`src/rtl/serial_shifter.sv`:
```
// serial_shifter: multi-cycle variable shifter (SLL/SRL/SRA), one bit per clock.
// Ports:
//   clk_i    - clock, rising edge
//   rst_i    - asynchronous active-low reset
//   start_i  - request, accepted in IDLE or DONE
//   op_i     - 00 SLL, 01 SRL, 10 SRA, 11 reserved (pass-through)
//   data_i   - operand, captured on the accepting edge
//   shamt_i  - unsigned shift amount, captured on the accepting edge
//   busy_o   - high while shifting
//   done_o   - one-cycle completion pulse
//   data_o   - result register, updated only on completion
module serial_shifter #(
    parameter int unsigned WIDTH   = 32,
    parameter int unsigned SHAMT_W = 5
) (
    input  logic               clk_i,
    input  logic               rst_i,
    input  logic               start_i,
    input  logic [1:0]         op_i,
    input  logic [WIDTH-1:0]   data_i,
    input  logic [SHAMT_W-1:0] shamt_i,
    output logic               busy_o,
    output logic               done_o,
    output logic [WIDTH-1:0]   data_o
);

    localparam logic [1:0] OP_SLL = 2'b00;
    localparam logic [1:0] OP_SRL = 2'b01;
    localparam logic [1:0] OP_SRA = 2'b10;
    localparam logic [1:0] OP_RSV = 2'b11;

    typedef enum logic [1:0] {
        ST_IDLE  = 2'b00,
        ST_SHIFT = 2'b01,
        ST_DONE  = 2'b10
    } state_e;

    state_e             state_q,  state_d;
    logic [WIDTH-1:0]   work_q,   work_d;
    logic [WIDTH-1:0]   result_q, result_d;
    logic [SHAMT_W-1:0] count_q,  count_d;
    logic [1:0]         op_q,     op_d;
    logic               busy_q,   busy_d;
    logic               done_q,   done_d;

    // State and datapath registers
    always_ff @(posedge clk_i or negedge rst_i) begin
        if (!rst_i) begin
            state_q  <= ST_IDLE;
            work_q   <= '0;
            result_q <= '0;
            count_q  <= '0;
            op_q     <= OP_SLL;
            busy_q   <= 1'b0;
            done_q   <= 1'b0;
        end else begin
            state_q  <= state_d;
            work_q   <= work_d;
            result_q <= result_d;
            count_q  <= count_d;
            op_q     <= op_d;
            busy_q   <= busy_d;
            done_q   <= done_d;
        end
    end

    // Next-state, shift datapath and registered-output decode
    always_comb begin
        state_d  = state_q;
        work_d   = work_q;
        result_d = result_q;
        count_d  = count_q;
        op_d     = op_q;

        case (state_q)
            ST_IDLE, ST_DONE: begin
                if (start_i) begin
                    work_d  = data_i;
                    op_d    = op_i;
                    // Reserved op passes the operand through untouched
                    count_d = (op_i == OP_RSV) ? '0 : shamt_i;
                    state_d = ST_SHIFT;
                end else begin
                    state_d = ST_IDLE;
                end
            end
            ST_SHIFT: begin
                if (count_q != '0) begin
                    case (op_q)
                        OP_SLL:  work_d = {work_q[WIDTH-2:0], 1'b0};
                        OP_SRL:  work_d = {1'b0, work_q[WIDTH-1:1]};
                        OP_SRA:  work_d = {work_q[WIDTH-1], work_q[WIDTH-1:1]};
                        default: work_d = work_q;
                    endcase
                    count_d = count_q - SHAMT_W'(1);
                end else begin
                    result_d = work_q;
                    state_d  = ST_DONE;
                end
            end
            default: state_d = ST_IDLE;
        endcase

        // Outputs are decodes of the next state so they line up with state_q
        busy_d = (state_d == ST_SHIFT);
        done_d = (state_d == ST_DONE);
    end

    assign busy_o = busy_q;
    assign done_o = done_q;
    assign data_o = result_q;

endmodule
```
`config.mk`:
```
export PLATFORM = sky130hd
export DESIGN_NAME = serial_shifter
export DESIGN_NICKNAME = d
export VERILOG_FILES = /design/src/rtl/serial_shifter.sv
export SDC_FILE = /design/constraint.sdc
export NUM_CORES = 1
export LEC_CHECK = 0
export ABC_CLOCK_PERIOD_IN_PS = 1570
export CAP_MARGIN = 0
export CORE_UTILIZATION = 36
export CTS_CLUSTER_DIAMETER = 80
export DETAILED_ROUTE_END_ITERATION = 16
export PLACE_DENSITY = 0.69
export SLEW_MARGIN = 10
export SYNTH_ARGS = -nofsm -noshare
export SYNTH_HDL_FRONTEND = slang
export SYNTH_SLANG_ARGS = --single-unit
export TNS_END_PERCENT = 5
```
`constraint.sdc`:
```
create_clock -name clk_i -period 1.57 [get_ports clk_i]
set_input_delay 0.314 -clock clk_i [delete_from_list [all_inputs] [get_ports clk_i]]
set_output_delay 0.314 -clock clk_i [all_outputs]
set_load 0.01 [all_outputs]
```
==> results.ini, run 1 <==
[status]
status = complete, but fails checks
failed_checks = setup timing

[finish]
final_cell_mix = nand2_1 (99), dfrtp_1 (74), clkdlybuf4s50_1 (42)
fin_nets = 518
drive_above_1_share_pct = 24.95
syn_to_final_growth_pct = 51.31
fin_area_sq_mm = 0.005483
fin_cells = 610
antenna_cells = 0
final_common_cell = nand2_1

[critical_path]
path_cells = inv_2 -> ha_4 -> nor4b_4 -> nand2_4 -> bufbuf_16 -> a21oi_1 -> a31oi_1
path_buf_inv = 2
critPathCaptureType = flip-flop
worst-path-max-fanout = 10
crit_family = flip-flops
cp-start-kind = flip-flop
critPathMaxStageDelay_ns = 0.40
worstPathArrival_ns = 1.85
critical_path_class = reg2reg
r2r_slack_ns = -0.05
crit_required_ns = 1.80
cpMaxStageDelayCell = dfrtp_1

[yosys]
ys_seq_area_share_pct = 51.80
syn_area_sq_mm = 0.003623
synthFlopType = dfrtp_1
ys_seq_elements = 75
netlist_instances = 383
yosys.cell_types.count = 30
syn_nets = 429
yosysWarnings = 0
synth_top_area_share_pct = 51.80
avgSynthCellArea_sq_um = 9.461
ys_async_sr_fraction_pct = 100.0
synth_top_cell_by_area = dfrtp_1
synthTopCellsByArea = dfrtp_1 (52%), nand2_1 (10%), a221oi_1 (7.5%)
synth-edff-count = 0

[placed_design]
dpl_cell_area_sq_mm = 0.004703
dp_hpwl_mm = 6.059
portBuffers = 75
gp_congestion = 0.8949
pre_cts_slack_ns = -0.1933
placed_cells = 585

[sta]
clock.fmax_ghz = 0.6171
slew_violations = 0
post-route-min-period_ns = 1.621
setup_slack_ns = -0.05050
fin_crit_sh_pct = 103.2
skew_ns = 0.01152
hold_viol = 0
rsz0062_at_grt = yes
finalSetupViolations = 35
worst_slew_pin_slew_ns = 0.6213
timing.slew.headroom_pct = 58.23

[power_and_ir_drop]
p_switching_mw = 5.308
power_frac_seq_pct = 30.1
p_int_mw = 7.580
p_leak_nw = 2.580
irDropWorstVdd_uv = 1104
p_per_area_mw_per_mm2 = 2351
p_sw_share_pct = 41.18
clkPwrFrac_pct = 13.8
total_power_mw = 12.89
combPwrFrac_pct = 56.1

[global_routing]
antenna_found_initial = 0
grt_max_degree = 38
grt_first_pass_wirelength_mm = 16.65
grt.overflow.total = 0
track_usage_pct = 20.79
grt_pass1_vias = 3416

[routing]
drc = 0
via_count = 3395
drtIter0Drc = 198
wire_per_inst_microns = 17.14
antenna_left = 0
dr.pass1.iters = 4
totalWireLength_mm = 10.46
viasPerCell = 5.566

[floorplanning]
die_w_microns = 102.3
dieArea_sq_mm = 0.01047
core_area_sq_mm = 0.009774
start_util_pct = 37.07
rows = 36
die_h_microns = 102.3
ios = 76

[clocking]
root_buffer = clkbuf_8
cts.sinks = 75
insertion_delay_ns = 0.36
clkTransAtPathRegs_ns = 0.08
cts_max_path_buffers = 2
htree_num_levels = 3
cts_tree = built
numCtsBuffers = 9

[min_path]
hold_class = in2async

[job]
drv_cap = 0

[per-stage QoR]
step	utilization [%]	hold WS, ns	setup TNS, ns
after floorplan	-	0.01841	-0.5243
after global placement	48.12	0.2602	-0.6549
after detailed placement	48.12	0.2608	-2.425
after CTS	53.57	0.4260	-0.2985
after global routing	56.09	0.4624	-4.761
final	56.09	0.4320	-0.7147
[synthesized netlist by cell type (all sizes together), types with 5 or more instances]
cell type,n
a221oi,31
a21oi,38
clkbuf,16
a31oi,32
nor2,6
nand2,100
o21ai,5
nor3b,31
buf,19
dfrtp,75
inv,6
[path summary, 6_finish.rpt]
check	from	end	cells after the start
worst min register to register	data_o[15]	data_o[15]	2
max in group asynchronous	rst_i	data_o[27]	3
min in group clk_i	data_o[15]	data_o[15]	2
worst max register to register	count_q[0]	work_q[6]	7
worst max-delay path	count_q[0]	work_q[6]	7
worst min-delay path	rst_i	work_q[17]	2
[what timing repair did]
action	CTS	global route
cloned	4	0
endpoints found under the hold margin	24	0
buffers inserted	4	0
hold buffers	1	0
resized for setup	49	60
pin swaps	4	1
setup endpoints to repair	81	88
[power groups by stage]
stage	Combinational, mW	Sequential, mW	Clock, mW
after detailed placement	6.02	3.73	0
after global placement	5.87	3.71	0
after CTS	6.64	3.76	1.82
after floorplan	3.76	3.76	0
after global routing	7.86	4.00	1.90
final	7.23	3.87	1.78
[cell families (layout without fill, tap and decap cells)]
group,count (synthesis),after routing,synth area share (%)
adders and majority gates,4,4,1.381
DFF,75,75,51.80
xor gates and xnor gates,1,1,0.2418
buffers and inverters,41,135,5.594
AOI/OAI and AO/OA,115,115,21.13
and+or+nand+nor,147,147,19.85
[area by class of cell]
| cell class | count | area [sq um] |
|---|---|---|
| clock inverters | 4 | 98.84 |
| clock buffers | 12 | 135.1 |
| inverters | 6 | 27.53 |
| flip-flops and latches | 75 | 1878 |
| multi-input cells | 267 | 1889 |
| fillers | 841 | 4292 |
| repair buffers | 113 | 1287 |
| well taps | 133 | 166.4 |
[registers in the layout (all words and copies together) (netlist names)]
signal / count
busy_o: 1
count_q: 5
data_o: 32
done_o: 1
op_q: 2
state_q: 2
work_q: 32
[layer usage]
layer,share of wire [%],global-route usage (%),up-vias
li1,-,-,1576
met1,44,26.73,1676
met2,48,34.23,118
met3,5.0,3.762,25
met4,2.6,9.341,0
met5,0,0,-
Note: power is estimated with default switching activity, not from simulation.
==> run 2: changes to the inputs <==
--- a/config.mk
+++ b/config.mk
@@ -15,4 +15,4 @@
 export SYNTH_ARGS = -nofsm -noshare
 export SYNTH_HDL_FRONTEND = slang
 export SYNTH_SLANG_ARGS = --single-unit
-export TNS_END_PERCENT = 5
+export TNS_END_PERCENT = 100
==> results.ini, run 2 (synthesized netlist as in run 1, its figures left out) <==
[status]
status = complete, but fails checks
failed_checks = setup timing

[routing]
via_count = 3380  ; -0.44%
wire_per_inst_microns = 17.09  ; -0.31%
drtIter0Drc = 120  ; -39%
drc = 0  ; unchanged
dr.pass1.iters = 5  ; +1
totalWireLength_mm = 10.41  ; -0.47%
antenna_left = 0  ; unchanged
viasPerCell = 5.550  ; -0.28%

[clocking]
cts_tree = built
insertion_delay_ns = 0.33  ; -0.03 ns
numCtsBuffers = 9  ; unchanged
htree_num_levels = 3  ; unchanged
clkTransAtPathRegs_ns = 0.08  ; about the same
cts.sinks = 75  ; unchanged
cts_max_path_buffers = 2  ; unchanged
root_buffer = clkbuf_8

[placed_design]
dpl_cell_area_sq_mm = 0.004633  ; -1.5%
dp_hpwl_mm = 5.634  ; -7.0%
portBuffers = 75  ; unchanged
gp_congestion = 0.8206  ; -8.3%

[global_routing]
antenna_found_initial = 0  ; unchanged
grt_max_degree = 76  ; +100%
grt_first_pass_wirelength_mm = 15.65  ; -6.0%
track_usage_pct = 19.25  ; -1.5 points
grt.overflow.total = 0  ; unchanged
grt_pass1_vias = 3205  ; -6.2%

[finish]
fin_nets = 519  ; +0.19%
syn_to_final_growth_pct = 54.66
drive_above_1_share_pct = 28.15  ; +3.2 points
final_cell_mix = dfrtp_1 (75), nand2_1 (74), clkdlybuf4s50_1 (44)
fillers = 863  ; +2.6%
final_common_cell = dfrtp_1
antenna_cells = 0  ; unchanged
fin_area_sq_mm = 0.005604  ; +2.2%
final_util_pct = 57.33  ; +1.2 points

[floorplanning]
die_h_microns = 102.3  ; unchanged
start_util_pct = 37.07  ; unchanged
dieArea_sq_mm = 0.01047  ; unchanged
ios = 76  ; unchanged
die_w_microns = 102.3  ; unchanged
rows = 36  ; unchanged
core_area_sq_mm = 0.009774  ; unchanged

[critical_path]
critical_path_class = reg2reg
crit_family = simple AND/OR/NAND/NOR gates
path_cells = nand2b_2 -> buf_8 -> nor3b_1 -> a221oi_2 -> a31oi_1
critPathMaxStageDelay_ns = 0.39  ; about the same
cp-start-kind = flip-flop
cpMaxStageDelayCell = dfrtp_1
path_buf_inv = 1  ; -1
crit_required_ns = 1.82  ; +0.02 ns
worst-path-max-fanout = 32  ; +22
worstPathArrival_ns = 1.90  ; +0.05 ns
critPathCaptureType = flip-flop

[sta]
slew_violations = 0  ; unchanged
worst_slew_pin_slew_ns = 0.3937  ; -0.2276 ns
holdWs_ns = 0.4669  ; +0.03491 ns
skew_ns = 0.006272  ; -0.005247 ns
clock.fmax_ghz = 0.6070  ; -1.6%
setup_slack_ns = -0.07747  ; -0.02697 ns
hold_viol = 0  ; unchanged
fin_crit_sh_pct = 104.9  ; +1.7 points
timing.slew.headroom_pct = 73.76  ; +16 points
fin_setup_tns_ns = -1.160  ; -0.4458 ns
finalSetupViolations = 46  ; +31%
post-route-min-period_ns = 1.647  ; +0.02697 ns
rsz0062_at_grt = yes

[power_and_ir_drop]
irDropWorstVdd_uv = 902.3  ; -18%
p_per_area_mw_per_mm2 = 2238  ; -4.8%
p_leak_nw = 2.684  ; +4.0%

[min_path]
hold_class = reg2reg

[job]
drv_cap = 0  ; unchanged

[run 2: changes by cell type in the layout (fill, tap and decap cells not counted), moves of 6 or more]
cell / previous run / this run
a21oi_2: 21 / 4
nand2_1: 99 / 74
dlygate4sd2_1: 11 / 3
nand2_2: 0 / 22
a21oi_1: 16 / 33
dlymetal6s2s_1: 21 / 27
[run 2: final timing paths]
kind,cells past startpoint,slack [ns],end,from
worst min register to register,2,0.47,data_o[7],data_o[7]
worst max register to register,5,-0.08,work_q[6],state_q[1]
worst min-delay path,2,0.47,data_o[7],data_o[7]
worst max-delay path,5,-0.08,work_q[6],state_q[1]
max in group asynchronous,3,0.73,data_o[23],rst_i
min in group asynchronous,3,0.54,count_q[1],rst_i
[run 2: area by class of cell]
type                    instances  area, sq um  area share, %
flip-flops and latches         75         1877          33.49
well taps                     133        166.4          2.969
repair buffers                114         1410          25.16
clock buffers                  10        127.6          2.277
inverters                       6        35.03         0.6251
multi-input cells             267         1968          35.12
clock inverters                 4        20.02         0.3572
[run 2: report_power, final]
group / internal, mW / switching (mW) / total (mW)
combinational: 3.72 / 3.71 / 7.42
sequential: 2.94 / 0.937 / 3.88
clock: 0.547 / 0.699 / 1.25
total: 7.20 / 5.34 / 12.5
[run 2: timing repair]
item                                    in CTS  in global routing
gates cloned                                 4                  5
pin swaps                                    5                 15
endpoints found under the setup margin      70                 95
endpoints found under the hold margin        2                  0
gates resized for setup                     41                 87
buffers inserted                             7                  2
hold buffers                                 1                  0
[run 2: routing by layer]
layer  vias to the layer above  GRT usage (%)  wire [microns]
li1                       1581              -               -
met1                      1651          26.46            4623
met2                       127          30.41            5074
met3                        21          3.420             486
met4                         0          7.143             223
met5                         -              0               0
[run 2: metrics by stage]
step | power, mW | instances | setup WS, ns
final | 12.54 | 609 | -0.07747
after global routing | 13.42 | 609 | -0.1217
after CTS | 11.82 | 603 | -0.04626
after detailed placement | 9.665 | 577 | -0.1776
after global placement | 9.412 | 577 | -0.1241
after floorplan | 7.610 | 383 | -0.005738
[run 2: worst reg2reg max path: cells and delay by family (launching register included)]
kind	cells	cell delay (ns)
and+or+nand+nor	2	0.68
AOI/OAI and AO/OA	2	0.26
DFF	1	0.39
buffers and inverters	1	0.25
